==> config.mk <==
export PLATFORM = sky130hd
export DESIGN_NAME = rom_fp_scan
export DESIGN_NICKNAME = d
export VERILOG_FILES = /design/src/rtl/rom_fp_scan.sv
export SDC_FILE = /design/constraint.sdc
export NUM_CORES = 1
export LEC_CHECK = 0
export CAP_MARGIN = 25
export CORE_MARGIN = 10
export CORE_UTILIZATION = 50
export CTS_CLUSTER_SIZE = 12
export DETAILED_ROUTE_END_ITERATION = 8
export HOLD_SLACK_MARGIN = 0.12
export PLACE_DENSITY = 0.75
export SLEW_MARGIN = 10
export SYNTH_ARGS = -nofsm -noshare
export SYNTH_HDL_FRONTEND = slang
export SYNTH_SLANG_ARGS = --single-unit
==> constraint.sdc <==
create_clock -name clk -period 3.5 [get_ports clk]
set_input_delay 0.7 -clock clk [delete_from_list [all_inputs] [get_ports clk]]
set_output_delay 0.7 -clock clk [all_outputs]
set_load 0.1 [all_outputs]
==> src/rtl/rom_fp_scan.sv <==
`default_nettype none
// ============================================================================
// Module      : rom_fp_scan
// Description : Sequencer placed downstream of a small IEEE-754
//               single-precision constant ROM. For each word it drives the
//               address with OE asserted, allows one settle cycle, then
//               captures the word and offers it on a valid/ready stream.
//               While scanning it tracks the running float max/min
//               (NaNs excluded) and whether any NaN was seen. When the scan
//               completes it pulses done and publishes those results.
// Ports       :
//   clk, rst_n      - rising-edge clock, asynchronous active-low reset
//   start_i         - one-cycle scan request (sampled only when idle)
//   base_i          - first ROM address of the scan
//   count_i         - number of words to scan (0 means 2**AW)
//   rom_addr_o      - ROM address
//   rom_oe_o        - ROM output enable
//   rom_data_i      - ROM data (may be Z while rom_oe_o is low)
//   out_data_o      - captured word
//   out_valid_o     - out_data_o valid
//   out_ready_i     - consumer accept
//   busy_o          - scan in progress
//   done_o          - one-cycle completion pulse
//   max_val_o       - largest non-NaN value of the last scan
//   min_val_o       - smallest non-NaN value of the last scan
//   stats_valid_o   - last scan contained at least one non-NaN word
//   nan_seen_o      - last scan contained at least one NaN
// Revision    : 1.0 - initial release
// ============================================================================
module rom_fp_scan #(
    parameter int AW = 3,
    parameter int DW = 32
) (
    input  logic          clk,
    input  logic          rst_n,
    input  logic          start_i,
    input  logic [AW-1:0] base_i,
    input  logic [AW:0]   count_i,
    output logic [AW-1:0] rom_addr_o,
    output logic          rom_oe_o,
    input  logic [DW-1:0] rom_data_i,
    output logic [DW-1:0] out_data_o,
    output logic          out_valid_o,
    input  logic          out_ready_i,
    output logic          busy_o,
    output logic          done_o,
    output logic [DW-1:0] max_val_o,
    output logic [DW-1:0] min_val_o,
    output logic          stats_valid_o,
    output logic          nan_seen_o
);

    typedef enum logic [2:0] {
        S_IDLE    = 3'd0,
        S_DRIVE   = 3'd1,
        S_CAPTURE = 3'd2,
        S_SEND    = 3'd3,
        S_DONE    = 3'd4
    } state_e;

    localparam logic [AW:0]   c_rem_one  = {{AW{1'b0}}, 1'b1};
    localparam logic [AW:0]   c_rem_full = c_rem_one << AW;
    localparam logic [AW-1:0] c_addr_one = {{(AW-1){1'b0}}, 1'b1};
    localparam logic [DW-1:0] c_neg_zero = {1'b1, {(DW-1){1'b0}}};
    localparam logic [DW-1:0] c_sign_bit = {1'b1, {(DW-1){1'b0}}};

    // Maps a float onto an unsigned key whose integer order matches the
    // numeric order of the float (negatives reversed, positives lifted).
    function automatic logic [DW-1:0] fp_key(input logic [DW-1:0] x);
        fp_key = x[DW-1] ? ~x : (x ^ c_sign_bit);
    endfunction

    state_e        state_q, state_d;
    logic [AW-1:0] addr_q, addr_d;
    logic [AW:0]   rem_q, rem_d;
    logic [DW-1:0] data_q, data_d;
    logic [DW-1:0] wmax_q, wmax_d;
    logic [DW-1:0] wmin_q, wmin_d;
    logic          whave_q, whave_d;
    logic          wnan_q, wnan_d;
    logic [DW-1:0] max_q, max_d;
    logic [DW-1:0] min_q, min_d;
    logic          sv_q, sv_d;
    logic          ns_q, ns_d;

    logic          w_nan;
    logic [DW-1:0] w_canon;
    logic [DW-1:0] w_key_new;

    assign w_nan     = (rom_data_i[30:23] == 8'hFF) && (rom_data_i[22:0] != 23'd0);
    // -0 is folded to +0 so both zeros compare equal; the stored stats
    // therefore never contain -0, while out_data keeps the raw word.
    assign w_canon   = (rom_data_i == c_neg_zero) ? '0 : rom_data_i;
    assign w_key_new = fp_key(w_canon);

    always_comb begin
        state_d = state_q;
        addr_d  = addr_q;
        rem_d   = rem_q;
        data_d  = data_q;
        wmax_d  = wmax_q;
        wmin_d  = wmin_q;
        whave_d = whave_q;
        wnan_d  = wnan_q;
        max_d   = max_q;
        min_d   = min_q;
        sv_d    = sv_q;
        ns_d    = ns_q;
        case (state_q)
            S_IDLE: begin
                if (start_i) begin
                    addr_d  = base_i;
                    rem_d   = (count_i == '0) ? c_rem_full : count_i;
                    wmax_d  = '0;
                    wmin_d  = '0;
                    whave_d = 1'b0;
                    wnan_d  = 1'b0;
                    state_d = S_DRIVE;
                end
            end
            S_DRIVE: begin
                state_d = S_CAPTURE;
            end
            S_CAPTURE: begin
                data_d = rom_data_i;
                if (w_nan) begin
                    wnan_d = 1'b1;
                end else if (!whave_q) begin
                    wmax_d  = w_canon;
                    wmin_d  = w_canon;
                    whave_d = 1'b1;
                end else begin
                    // Strict compares: on a tie the earlier word is kept.
                    if (w_key_new > fp_key(wmax_q)) wmax_d = w_canon;
                    if (w_key_new < fp_key(wmin_q)) wmin_d = w_canon;
                end
                state_d = S_SEND;
            end
            S_SEND: begin
                if (out_ready_i) begin
                    if (rem_q > c_rem_one) begin
                        rem_d   = rem_q - c_rem_one;
                        addr_d  = addr_q + c_addr_one;
                        state_d = S_DRIVE;
                    end else begin
                        state_d = S_DONE;
                    end
                end
            end
            S_DONE: begin
                // Working max/min are still zero when every word was NaN.
                max_d   = wmax_q;
                min_d   = wmin_q;
                sv_d    = whave_q;
                ns_d    = wnan_q;
                state_d = S_IDLE;
            end
            default: begin
                state_d = S_IDLE;
            end
        endcase
    end

    always_ff @(posedge clk or negedge rst_n) begin
        if (!rst_n) begin
            state_q <= S_IDLE;
            addr_q  <= '0;
            rem_q   <= '0;
            data_q  <= '0;
            wmax_q  <= '0;
            wmin_q  <= '0;
            whave_q <= 1'b0;
            wnan_q  <= 1'b0;
            max_q   <= '0;
            min_q   <= '0;
            sv_q    <= 1'b0;
            ns_q    <= 1'b0;
        end else begin
            state_q <= state_d;
            addr_q  <= addr_d;
            rem_q   <= rem_d;
            data_q  <= data_d;
            wmax_q  <= wmax_d;
            wmin_q  <= wmin_d;
            whave_q <= whave_d;
            wnan_q  <= wnan_d;
            max_q   <= max_d;
            min_q   <= min_d;
            sv_q    <= sv_d;
            ns_q    <= ns_d;
        end
    end

    // Control outputs are pure decodes of the state register.
    assign rom_oe_o      = (state_q == S_DRIVE) || (state_q == S_CAPTURE);
    assign out_valid_o   = (state_q == S_SEND);
    assign busy_o        = (state_q != S_IDLE);
    assign done_o        = (state_q == S_DONE);
    assign rom_addr_o    = addr_q;
    assign out_data_o    = data_q;
    assign max_val_o     = max_q;
    assign min_val_o     = min_q;
    assign stats_valid_o = sv_q;
    assign nan_seen_o    = ns_q;

endmodule
`default_nettype wire

==> qor.yml <==
initial_core_util_pct: 51.27
clock_latency_ns: 0.44
grt_pass1_wl_mm: 39.92
dp.cells: 1192
grt_start_max_net_pins: 80
fmax_mhz: 262.2
cap_violations: 0
hold_ws_ns: 0.2617
drc_errors: 0
via_per_inst: 5.633
grt_overflow: 0
fin_cells: 1248
arrival_ns: 4.13
die_area_um2: 24390
finalSetupTns_ns: -16.15
cts.clk_slew.worst_paths_ns: 0.07
critPathKind: "in2reg"
power_mw: 12.64
hold_buffers: 0
final_area_um2: 12920
synth-seq-cells: 174
antenna_found_initial: 0
vias: 7030
clk_path_buf_depth: 2
die_h_um: 156.2
layout_min_cycle_time_ns: 3.814
pwr-share-clk_pct: 15.0
hold_viol_final: 0
wire_per_inst_um: 21.28
cp-startpoint: "rom_data_i[16]"
synth_edf_count: 0
p_per_area_nw_per_um2: 978.2
ios: 148
regToRegStartpoint: "wmin_q[31]$_DFFE_PN0P_"
intPower_mw: 6.466
clock_skew_ns: 0.01293
final.period_utilization_pct: 109.0
final_util_pct: 71.46
violations: "negative setup slack"
worst_pin_slew_ns: 0.9924
h-tree-depth: 4
diodes: 0
coreArea_um2: 18090
switching_share_pct: 48.86
yosysWarnings: 0
dp_hpwl_mm: 17.31
slew_viol_final: 0
nNetsFinal: 1115
yosysUniqueCellTypes: 53
syn-cell-area_um2: 9273
cp-end-kind: "flip-flop"
drt_first_iter_violations: 381
ant_nets: 0
syn_to_final_growth_pct: 39.39
required_ns: 3.82
clock-sinks: 174
syn_nets: 893
synthCells: 784
power.leakage_nw: 6.147
slew_headroom_pct: 33.63
synth_ff_type: "dfrtp_1"
placementRows: 49
final_common_cell: "dfrtp_1"
portBuffers: 147
gp_congestion: 0.9009
cts_root_buffer: "clkbuf_16"
endpoint: "wmin_q[26]$_DFFE_PN0P_"
cts-buffers-inserted: 17
rsz0062_at_grt: "true"
critPathMaxFanout: 7
rr_endpoint: "wmin_q[26]$_DFFE_PN0P_"
dp_slack_ns: -1.307
combPwrFrac_pct: 60.6
final_cell_mix: "dfrtp_1 (172), buf_4 (144), xnor2_1 (91)"
outcome: "finished, violations left"
worst_slack_ns: -0.3140
wirelength_mm: 26.56
ys_async_sr_fraction_pct: 100.0
regToRegSetupSlack_ns: 0.23
fill_cells: 1242
p_seq_share_pct: 24.4
placed_cell_area_um2: 11310
track_usage_pct: 20.59
cts_tree: "yes"
die_w_um: 156.2
reg2reg_depth: 12
final_layout_size_suffix_gt1_share_pct: 42.49
avgSynthCellArea_um2: 11.83
peakVddDrop_mv: 0.7341
hold_path.class: "in2async"
p_sw_mw: 6.177
setup_viol: 64
yosysSeqAreaShare_pct: 46.96
startpoint_type: "primary input"
firstDrtPassIters: 4
grt_pass1_vias: 7372
## power groups by stage
stage / combinational (mW) / sequential, mW / clock [mW]
after floorplan: 2.75 / 5.23 / 0
after global placement: 6.52 / 3.08 / 0
after detailed placement: 6.61 / 3.10 / 0
after CTS: 7.11 / 3.07 / 1.92
after global routing: 8.06 / 3.15 / 2.00
final: 7.66 / 3.09 / 1.90
## timing repair
item | in CTS | in global routing
endpoints found under the setup margin | 64 | 64
gates cloned | 3 | 3
setup buffers | 16 | 4
pin swaps | 26 | 37
resized for setup | 138 | 112
hold endpoints to repair | 0 | 0
## how the worst min path moves through the flow
| stage | start | to | slack [ns] | depth (start not counted) |
|---|---|---|---|---|
| after detailed placement | out_data_o[10]$_DFFE_PN0P_ | out_data_o[10]$_DFFE_PN0P_ | 0.47 | 1 |
| after CTS | rst_n | wmin_q[6]$_DFFE_PN0P_ | 0.27 | 1 |
| after global routing | rst_n | max_val_o[4]$_DFFE_PN0P_ | 0.30 | 1 |
| after floorplan | rst_n | max_val_o[0]$_DFFE_PN0P_ | 0.40 | 0 |
| final | rst_n | max_val_o[4]$_DFFE_PN0P_ | 0.26 | 1 |
| after global placement | out_data_o[24]$_DFFE_PN0P_ | out_data_o[24]$_DFFE_PN0P_ | 0.46 | 1 |
## per-layer routing
| layer | GRT usage, % | part of all wire (%) | vias up | wire [um] |
|---|---|---|---|---|
| met5 | 0 | 0 | - | 0 |
| met4 | 7.551 | 3.2 | 0 | 837 |
| met3 | 5.045 | 5.4 | 48 | 1426 |
| met2 | 34.27 | 49 | 211 | 12970 |
| met1 | 25.43 | 43 | 3552 | 11330 |
| li1 | - | - | 3219 | - |
## cells in the mapped netlist, types with 10 or more instances
library cell    n  area share [%]
nand3_1        10            0.54
a21o_1         37             3.0
mux2_2        125              15
nor2_1         49             2.0
dfrtp_1       174              47
clkbuf_1       22            0.89
nand4_1        15             1.0
nand2_1        26             1.1
a21oi_1        18            0.97
o21ai_0        23             1.2
and2_1         12            0.81
ha_1           66             8.9
xnor2_1        91             8.6
and2_2         19             1.5
nor3_1         10            0.54
## critical path, cell delays in order
cell             delay, ns
clkdlybuf4s15_1       0.24
nor4_4                0.27
nand4_1               0.14
buf_6                 0.15
nor3_4                0.16
buf_6                 0.18
buf_4                 0.12
nor2_1                0.05
ha_1                  0.32
nand4_1               0.16
buf_4                 0.18
nor2_2                0.09
o21ai_1               0.06
o211ai_1              0.31
a31oi_4               0.14
o21ai_4               0.19
buf_4                 0.16
clkbuf_16             0.15
mux2_2                0.33
## cells by family (layout without fill, tap and decap cells)
| group | count (synthesis) | count (layout) | synth area share (%) |
|---|---|---|---|
| compound gates | 110 | 110 | 7.799 |
| xor+xnor | 94 | 94 | 8.879 |
| fa+ha+maj | 66 | 66 | 8.906 |
| buf+inv | 45 | 280 | 2.172 |
| flops | 174 | 174 | 46.96 |
| mux | 130 | 130 | 15.87 |
| simple gates | 165 | 165 | 9.419 |
## flip-flops by register name, summed over array words and instances, names as in the netlist
register and flops:
min_val_o 32, nan_seen_o 1, stats_valid_o 1, state_q 3
wmax_q 32, rom_addr_o 3, wnan_q 1, max_val_o 32
rem_q 4, out_data_o 32, wmin_q 32, whave_q 1
## cell type report
class | count | area (um2) | area share (%)
timing repair buffer | 242 | 2201 | 17.03
clock inverter | 13 | 141.4 | 1.094
clock buffer | 19 | 442.9 | 3.427
sequential | 174 | 4357 | 33.71
tap | 229 | 286.5 | 2.217
inverter | 6 | 22.52 | 0.1742
multi-input combinational | 565 | 5474 | 42.35
(Power assumes the default switching activity.)
